**config.mk**
```make
export PLATFORM = sky130hd
export DESIGN_NAME = dap_cmd_dispatch
export DESIGN_NICKNAME = d
export VERILOG_FILES = /design/src/rtl/dap_cmd_dispatch.sv
export SDC_FILE = /design/constraint.sdc
export NUM_CORES = 1
export LEC_CHECK = 0
export ABC_AREA = 1
export CORE_MARGIN = 2
export CORE_UTILIZATION = 35
export CTS_CLUSTER_SIZE = 28
export DETAILED_ROUTE_END_ITERATION = 8
export PLACE_DENSITY = 0.83
export RECOVER_POWER = 50
export SYNTH_ARGS = -nofsm -noshare
export SYNTH_HDL_FRONTEND = slang
export SYNTH_SLANG_ARGS = --single-unit
```
**constraint.sdc**
```tcl
create_clock -name clk -period 3.17 [get_ports clk]
set_input_delay 0.317 -clock clk [delete_from_list [all_inputs] [get_ports clk]]
set_output_delay 0.317 -clock clk [all_outputs]
set_load 0.1 [all_outputs]
```
**src/rtl/dap_cmd_dispatch.sv**
```systemverilog
// DAP command dispatcher: decodes the first byte of each USB command packet,
// starts the matching engine, streams the rest of the packet to it, then drains and responds.
module dap_cmd_dispatch #(
    parameter int          CMD_NUM = 8,
    parameter logic [63:0] CMD_IDS = 64'h0,
    parameter logic [31:0] TIMEOUT = 32'd0,
    localparam int         SEL_W   = (CMD_NUM > 1) ? $clog2(CMD_NUM) : 1
) (
    input  logic               clk,
    input  logic               reset,
    input  logic [7:0]         s_tdata,
    input  logic               s_tvalid,
    input  logic               s_tlast,
    output logic               s_tready,
    output logic               dap_in_tvalid,
    output logic [7:0]         dap_in_tdata,
    input  logic [CMD_NUM-1:0] dap_in_tready,
    output logic [CMD_NUM-1:0] start,
    input  logic [CMD_NUM-1:0] done,
    output logic               resp_valid,
    input  logic               resp_ready,
    output logic [SEL_W-1:0]   resp_sel,
    output logic [1:0]         resp_err
);

    typedef enum logic [1:0] {
        IDLE  = 2'd0,
        RUN   = 2'd1,
        DRAIN = 2'd2,
        RESP  = 2'd3
    } state_t;

    localparam logic [1:0] ERR_OK      = 2'd0;
    localparam logic [1:0] ERR_UNKNOWN = 2'd1;
    localparam logic [1:0] ERR_TIMEOUT = 2'd2;

    state_t             state_reg, state_next;
    logic [SEL_W-1:0]   sel_reg, sel_next;
    logic [CMD_NUM-1:0] start_reg, start_next;
    logic               last_seen_reg, last_seen_next;
    logic [31:0]        timer_reg, timer_next;
    logic [1:0]         resp_err_reg, resp_err_next;

    logic [CMD_NUM-1:0] hit;
    logic               match;
    logic [SEL_W-1:0]   match_idx;
    logic [31:0]        timer_sat;
    logic               ready_int;
    logic               in_valid;

    // One comparator per engine slot against the incoming command byte.
    generate
        for (genvar gi = 0; gi < CMD_NUM; gi++) begin : g_id_cmp
            assign hit[gi] = (s_tdata == CMD_IDS[8*gi +: 8]);
        end
    endgenerate

    // Scan from the top down so the lowest matching slot wins.
    always_comb begin
        match     = 1'b0;
        match_idx = '0;
        for (int i = CMD_NUM - 1; i >= 0; i--) begin
            if (hit[i]) begin
                match     = 1'b1;
                match_idx = SEL_W'(i);
            end
        end
    end

    assign timer_sat = (timer_reg == 32'hFFFF_FFFF) ? timer_reg : timer_reg + 32'd1;

    always_ff @(posedge clk or posedge reset) begin
        if (reset) begin
            state_reg     <= IDLE;
            sel_reg       <= '0;
            start_reg     <= '0;
            last_seen_reg <= 1'b0;
            timer_reg     <= '0;
            resp_err_reg  <= ERR_OK;
        end else begin
            state_reg     <= state_next;
            sel_reg       <= sel_next;
            start_reg     <= start_next;
            last_seen_reg <= last_seen_next;
            timer_reg     <= timer_next;
            resp_err_reg  <= resp_err_next;
        end
    end

    always_comb begin
        state_next     = state_reg;
        sel_next       = sel_reg;
        start_next     = start_reg;
        last_seen_next = last_seen_reg;
        timer_next     = timer_reg;
        resp_err_next  = resp_err_reg;
        ready_int      = 1'b0;
        in_valid       = 1'b0;
        resp_valid     = 1'b0;

        case (state_reg)
            IDLE: begin
                ready_int = s_tvalid;
                if (s_tvalid) begin
                    last_seen_next = s_tlast;
                    if (match) begin
                        sel_next              = match_idx;
                        start_next            = '0;
                        start_next[match_idx] = 1'b1;
                        state_next            = RUN;
                    end else begin
                        resp_err_next = ERR_UNKNOWN;
                        state_next    = DRAIN;
                    end
                end
            end

            RUN: begin
                // Once the packet end has been handed over, the engine starves.
                in_valid   = s_tvalid & ~last_seen_reg;
                ready_int  = in_valid & dap_in_tready[sel_reg];
                timer_next = timer_sat;
                if (ready_int && s_tlast) begin
                    last_seen_next = 1'b1;
                end
                if (done[sel_reg]) begin
                    start_next = '0;
                    state_next = DRAIN;
                end else if ((TIMEOUT != 32'd0) && (timer_sat >= TIMEOUT)) begin
                    start_next    = '0;
                    resp_err_next = ERR_TIMEOUT;
                    state_next    = DRAIN;
                end
            end

            DRAIN: begin
                if (last_seen_reg) begin
                    state_next = RESP;
                end else begin
                    ready_int = s_tvalid;
                    if (s_tvalid && s_tlast) begin
                        state_next = RESP;
                    end
                end
            end

            RESP: begin
                resp_valid = 1'b1;
                if (resp_ready) begin
                    resp_err_next  = ERR_OK;
                    timer_next     = '0;
                    last_seen_next = 1'b0;
                    state_next     = IDLE;
                end
            end

            default: begin
                state_next = IDLE;
            end
        endcase
    end

    // Gate with reset so nothing is consumed while reset is held.
    assign s_tready      = ready_int & ~reset;
    assign dap_in_tvalid = in_valid;
    assign dap_in_tdata  = s_tdata;
    assign start         = start_reg;
    assign resp_sel      = sel_reg;
    assign resp_err      = resp_err_reg;

endmodule

```
==> results by group, run 1 <==
Final layout
  – Final #Nets: 166
  – Number of flip-flops in the largest register: 2
  – Area Overhead vs Synth: 25.56%
  – Fill cells: 194
  – Multi-input gate area: 359.1 um2
  – Layout cells sized above 1: 0.1154
  – Final core utilization: 0.4809
  – Most common cell after layout, fill and taps aside: nand2_1
  – Most frequent cells in the layout: nand2_1 (25), inv_1 (21), clkdlybuf4s50_1 (15), conb_1 (11)
  – Reg area: 125.1 um2
  – Antenna cell count: 0

Detailed routing
  – Vias/cell: 4.045
  – Drt first pass iters: 4
  – Antenna-violating nets left: 0
  – Via count: 627
  – 1st-iter DRT viols: 7
  – DRC viols: 0
  – WL/cell: 8.000 um
  – Routed Wire Length: 1.240 mm

Pwr
  – Seq pwr share: 0.156
  – Max rail drop VDD: 0.4202 mV
  – Sw frac: 0.6260
  – Pwr Total: 0.8014 mW
  – Switch Pwr: 0.5017 mW
  – Clock network fraction of design power: 0.090
  – Combinational Power Share: 0.754
  – Leakage: 0.4752 nW
  – P_int: 0.2997 mW
  – PwrDens: 944.6 nW/um2

Timing
  – Post-route setup slack: 1.095 ns
  – Min cycle time layout: 2.075 ns
  – Slew headroom: 0.2214
  – Endpoints failing setup: 0
  – Period utilization: 0.6547
  – Clk_skew: 0.001186 ns
  – RSZ-0062 raised after global routing: no
  – Final hold violations: 0
  – Max Clock Freq: 0.4819 GHz
  – Slew Viols, Final: 0
  – Setup TNS Final: 0 ns
  – Slew @ Worst Pin: 1.173 ns
  – WHS: 0.4366 ns

Synthesis
  – Yosys cell types: 19
  – Post-Synthesis Cells: 108
  – Ys Warns: 0
  – Sequential share of the synthesized area: 0.1852
  – #FFs+latches synth: 5
  – Mean Syn Cell Area: 6.256 um2
  – Mapped Area: 675.6 um2

Floorplanning
  – Starting density of the core: 0.3830
  – Core area: 1764 um2
  – Die Span X: 47.94 um
  – Die height: 47.94 um
  – Die ar.: 2298 um2
  – Site Rows: 15
  – # IOs: 53

CTS
  – Resize count post-CTS: 0
  – Clk buf depth: 2
  – CTS clk-pin slew, worst paths: 0.04 ns
  – Hold_buf cts: 0
  – CTS Buf Count: 3
  – Worst-Skew Late Latency: 0.24 ns
  – CTS tree: built
  – Sink Count: 5
  – H-tree depth: 1
  – Root Driver: clkbuf_4
  – Setup repair bufs after CTS: 0

Worst setup path
  – CP arrival: 1.76 ns
  – Worst Setup SP: state_reg[0]
  – Critical path peak fanout: 6
  – Worst-case reg-to-reg path depth: 7
  – Reg2reg start: state_reg[1]
  – Worst path required time: 2.85 ns
  – Worst r2r dst: state_reg[0]
  – WS Path Type: reg -> out
  – CP endpoint: s_tready
  – Critical Path End Type: output port
  – Reg2Reg Setup Slack: 1.69 ns
  – Worst setup SP type: register

Global routing
  – Gr ovfl total: 0
  – Global-route wire length before repair: 1.959 mm
  – Initial antenna violation count: 0
  – GRT Total Usage: 0.1228
  – Largest net degree at the start of global routing: 7
  – Vias in the first global route: 541

Placed design
  – IO buf count: 27
  – Gp weighted congestion: 0.8003
  – DP HPWL: 1.107 mm
  – Worst slack, placed: 1.245 ns

Min path
  – Hold Crit Class: in -> async

Outcome
  – Status: completed

Flow run
  – Max cap viols: 0
-- per-layer routing --
metal / share of wire / GRT usage / vias up
li1: - / - / 339
met1: 0.41 / 0.1143 / 269
met2: 0.53 / 0.2373 / 19
met3: 0.062 / 0.06792 / 0
met4: 0 / 0.01622 / 0
met5: 0 / 0 / -
-- cells by family (layout without fill, tap and decap cells) --
| logic type | count (synthesis) | in the layout | synth area share |
|---|---|---|---|
| AOI/OAI and AO/OA | 9 | 9 | 0.07408 |
| adders and majority gates | 6 | 6 | 0.1111 |
| buffers and inverters | 42 | 54 | 0.3389 |
| DFF | 5 | 5 | 0.1852 |
| other | 1 | 11 | 0.005550 |
| and+or+nand+nor | 45 | 45 | 0.2852 |
-- how the worst min path moves through the flow --
stage                                to  slack, ns  cells past startpoint
final                     last_seen_reg       0.44                      2
after global routing       state_reg[0]       0.45                      2
after CTS                 last_seen_reg       0.30                      2
after detailed placement  last_seen_reg       0.51                      2
after global placement    last_seen_reg       0.51                      2
after floorplan           last_seen_reg        0.1                      1
-- power by group through the flow --
stage,combinational (mW),sequential (mW),clock [mW]
final,0.605,0.125,0.0720
after global placement,0.601,0.126,0
after detailed placement,0.612,0.127,0
after global routing,0.666,0.130,0.0768
after CTS,0.613,0.126,0.0754
after floorplan,0.432,0.207,0
-- critical path: stages (launching register included) --
cell and delay [ns]:
dfrtp_1 0.42, inv_1 0.15, ha_1 0.28, a21oi_1 0.07
o22ai_1 0.15, nand2_1 0.07, nor2_1 0.09, buf_4 0.29
-- per-stage QoR --
| stage | cells | instance area (um2) |
|---|---|---|
| after CTS | 155 | 870.8 |
| after floorplan | 118 | 713.2 |
| after global routing | 155 | 848.3 |
| after global placement | 151 | 844.6 |
| final | 155 | 848.3 |
| after detailed placement | 151 | 844.6 |
-- synthesized netlist by cell type --
master / number / area share
inv_2: 2 / 0.011
nand2_2: 2 / 0.019
or2_0: 1 / 0.0093
nor2_2: 2 / 0.019
nand3_1: 6 / 0.044
nand2_1: 25 / 0.14
nor3_1: 1 / 0.0074
ha_1: 6 / 0.11
o21ai_0: 4 / 0.030
o21ai_1: 2 / 0.015
o21ai_2: 1 / 0.013
buf_4: 19 / 0.21
conb_1: 1 / 0.0056
inv_1: 21 / 0.12
a21oi_1: 1 / 0.0074
dfrtp_1: 5 / 0.19
nor2_1: 7 / 0.039
nand4_1: 1 / 0.0093
o22ai_1: 1 / 0.0093
-- area by class of cell --
type | count | area share
inverters | 23 | 0.1018
clock buffers | 4 | 0.03097
well taps | 25 | 0.03687
multi-input cells | 71 | 0.4233
flip-flops and latches | 5 | 0.1475
repair buffers | 27 | 0.2596
(Power assumes the default switching activity.)
==> run 2, diff against run 1 <==
--- a/config.mk
+++ b/config.mk
@@ -7,10 +7,10 @@
 export LEC_CHECK = 0
 export ABC_AREA = 1
 export CORE_MARGIN = 2
-export CORE_UTILIZATION = 35
+export CORE_UTILIZATION = 33
 export CTS_CLUSTER_SIZE = 28
 export DETAILED_ROUTE_END_ITERATION = 8
-export PLACE_DENSITY = 0.83
+export PLACE_DENSITY = 0.79
 export RECOVER_POWER = 50
 export SYNTH_ARGS = -nofsm -noshare
 export SYNTH_HDL_FRONTEND = slang
==> constraint.sdc (replaced) <==
create_clock -name clk -period 2.1 [get_ports clk]
set_input_delay 0.21 -clock clk [delete_from_list [all_inputs] [get_ports clk]]
set_output_delay 0.21 -clock clk [all_outputs]
set_load 0.1 [all_outputs]
==> run 2 against run 1 <==
Compared with the run above:
- combinational power rose by 55%
- critical path type unchanged
- sequential cell count stayed put
- cell count up 1.3%
- total power is 54% higher
- via count up 4.3%
==> results by group, run 2 (same netlist as run 1, synthesis figures left out) <==
Timing
  – Slew Viols, Final: 0 (unchanged)
  – Min cycle time layout: 1.936 ns
  – Slew headroom: 0.2261 (was 0.2214)
  – Slew @ Worst Pin: 1.166 ns (was 1.173 ns)
  – Final hold violations: 0 (unchanged)
  – Clk_skew: 0.005298 ns (was 0.001186 ns)
  – RSZ-0062 raised after global routing: no (unchanged)
  – Max Clock Freq: 0.5164 GHz
  – Period utilization: 0.9221
  – Endpoints failing setup: 0 (unchanged)
  – WHS: 0.3473 ns (was 0.4366 ns)

Final layout
  – Most frequent cells in the layout: nand2_1 (25), inv_1 (21), clkdlybuf4s50_1 (13), conb_1 (11) (was nand2_1 (25), inv_1 (21), clkdlybuf4s50_1 (15), conb_1 (11))
  – Most common cell after layout, fill and taps aside: nand2_1 (unchanged)
  – Layout cells sized above 1: 0.1462 (was 0.1154)
  – Number of flip-flops in the largest register: 2 (unchanged)
  – Fill cells: 206 (was 194)
  – Final #Nets: 166 (unchanged)
  – Area Overhead vs Synth: 31.30% (was 25.56%)
  – Final core utilization: 0.4568 (was 0.4809)
  – Antenna cell count: 0 (unchanged)
  – Finished Layout Cells: 157 (was 155)

CTS
  – Hold_buf cts: 0 (unchanged)
  – Root Driver: clkbuf_4 (unchanged)
  – CTS tree: built (unchanged)
  – Resize count post-CTS: 0 (unchanged)
  – CTS clk-pin slew, worst paths: 0.04 ns (about the same)
  – H-tree depth: 1 (unchanged)
  – CTS Buf Count: 3 (unchanged)
  – Worst-Skew Late Latency: 0.24 ns (about the same)
  – Clk buf depth: 2 (unchanged)
  – Setup repair bufs after CTS: 0 (unchanged)
  – Sink Count: 5 (unchanged)

Floorplanning
  – Die Span X: 49.25 um (was 47.94 um)
  – Die ar.: 2426 um2 (was 2298 um2)
  – Starting density of the core: 0.3479 (was 0.3830)
  – Core area: 1942 um2 (was 1764 um2)
  – # IOs: 53 (unchanged)
  – Die height: 49.25 um (was 47.94 um)
  – Site Rows: 16 (was 15)

Detailed routing
  – Via count: 654 (was 627)
  – Antenna-violating nets left: 0 (unchanged)
  – 1st-iter DRT viols: 9 (was 7)
  – Drt first pass iters: 4 (unchanged)
  – WL/cell: 8.987 um (was 8.000 um)
  – Vias/cell: 4.166 (was 4.045)
  – DRC viols: 0 (unchanged)
  – Routed Wire Length: 1.411 mm (was 1.240 mm)

Global routing
  – Gr ovfl total: 0 (unchanged)
  – Vias in the first global route: 599 (was 541)
  – Initial antenna violation count: 0 (unchanged)
  – GRT Total Usage: 0.1189 (was 0.1228)
  – Largest net degree at the start of global routing: 7 (unchanged)
  – Global-route wire length before repair: 2.235 mm (was 1.959 mm)

Worst setup path
  – Reg2Reg Setup Slack: 0.56 ns (was 1.69 ns)
  – Worst r2r dst: state_reg[0] (unchanged)
  – WS Path Type: reg -> out (unchanged)
  – Critical path peak fanout: 6 (unchanged)
  – Reg2reg start: state_reg[1] (unchanged)
  – CP arrival: 1.73 ns (was 1.76 ns)
  – Worst Setup SP: state_reg[0] (unchanged)
  – Worst setup SP type: register (unchanged)
  – Critical Path End Type: output port (unchanged)
  – CP endpoint: s_tready (unchanged)
  – Worst path required time: 1.89 ns (was 2.85 ns)
  – Worst-case reg-to-reg path depth: 7 (unchanged)

Placed design
  – DP Cell Count: 153 (was 151)
  – IO buf count: 27 (unchanged)
  – Gp weighted congestion: 0.8195 (was 0.8003)
  – DP HPWL: 1.224 mm (was 1.107 mm)

Pwr
  – PwrDens: 1395 nW/um2 (was 944.6 nW/um2)
  – Leakage: 0.4955 nW (was 0.4752 nW)
  – Max rail drop VDD: 0.6170 mV (was 0.4202 mV)
  – Pwr Total: 1.238 mW (was 0.8014 mW)

Min path
  – Hold Crit Class: in -> async (unchanged)

Flow run
  – Max cap viols: 0 (unchanged)

Outcome
  – Status: completed (unchanged)
run 2: cell types whose count changed in the layout (fill, tap and decap cells not counted):
cell,change
buf_12,+2
clkbuf_1,-1
clkdlybuf4s50_1,-2
dlymetal6s4s_1,+1
nor2_1,-1
nor2_2,+1
nor3_1,-1
nor3_2,+1
run 2: layer usage:
metal	wire length [um]	vias to the layer above	global-route usage
li1	-	336	-
met1	491	288	0.09363
met2	788	30	0.2545
met3	131	0	0.04908
met4	0	0	0.02857
met5	0	-	0
run 2: layout make-up:
class	instances	area, um2	share of cell area
Inverter	23	86.33	0.09732
Multi-Input combinational cell	71	366.6	0.4133
Tap cell	27	33.78	0.03808
Timing Repair Buffer	27	249.0	0.2807
Clock buffer	4	26.28	0.02962
Sequential cell	5	125.1	0.1410
run 2: worst max-delay path, stage by stage, from the launching register on:
cell and delay (ns):
dfrtp_1 0.42, inv_1 0.15, ha_1 0.29, a21oi_1 0.06, o22ai_1 0.14, nand2_1 0.08, nor2_2 0.15, buf_12 0.19
run 2: stage by stage:
stage,instance area (um2),setup TNS (ns),setup WS (ns)
floorplan,720.7,-0.06513,-0.06513
global placement,887.1,0,0.4203
detailed placement,887.1,0,0.3920
CTS,913.4,0,0.1339
global route,887.1,0,0.05691
finish,887.1,0,0.1636
run 2: worst min path at each step:
| stage | startpoint | cells after the start | slack [ns] | endpoint |
|---|---|---|---|---|
| after global routing | reset | 2 | 0.36 | last_seen_reg |
| final | reset | 2 | 0.35 | resp_err[0] |
| after CTS | reset | 2 | 0.21 | last_seen_reg |
| after global placement | reset | 2 | 0.47 | resp_err[0] |
| after detailed placement | reset | 2 | 0.47 | state_reg[0] |
| after floorplan | reset | 1 | -0.01 | last_seen_reg |
run 2: report_power, final:
part,switching [mW],internal [mW],total (mW)
Sequential,0.0456,0.146,0.192
Clock,0.0379,0.0717,0.110
Combinational,0.697,0.239,0.936
Total,0.781,0.457,1.24
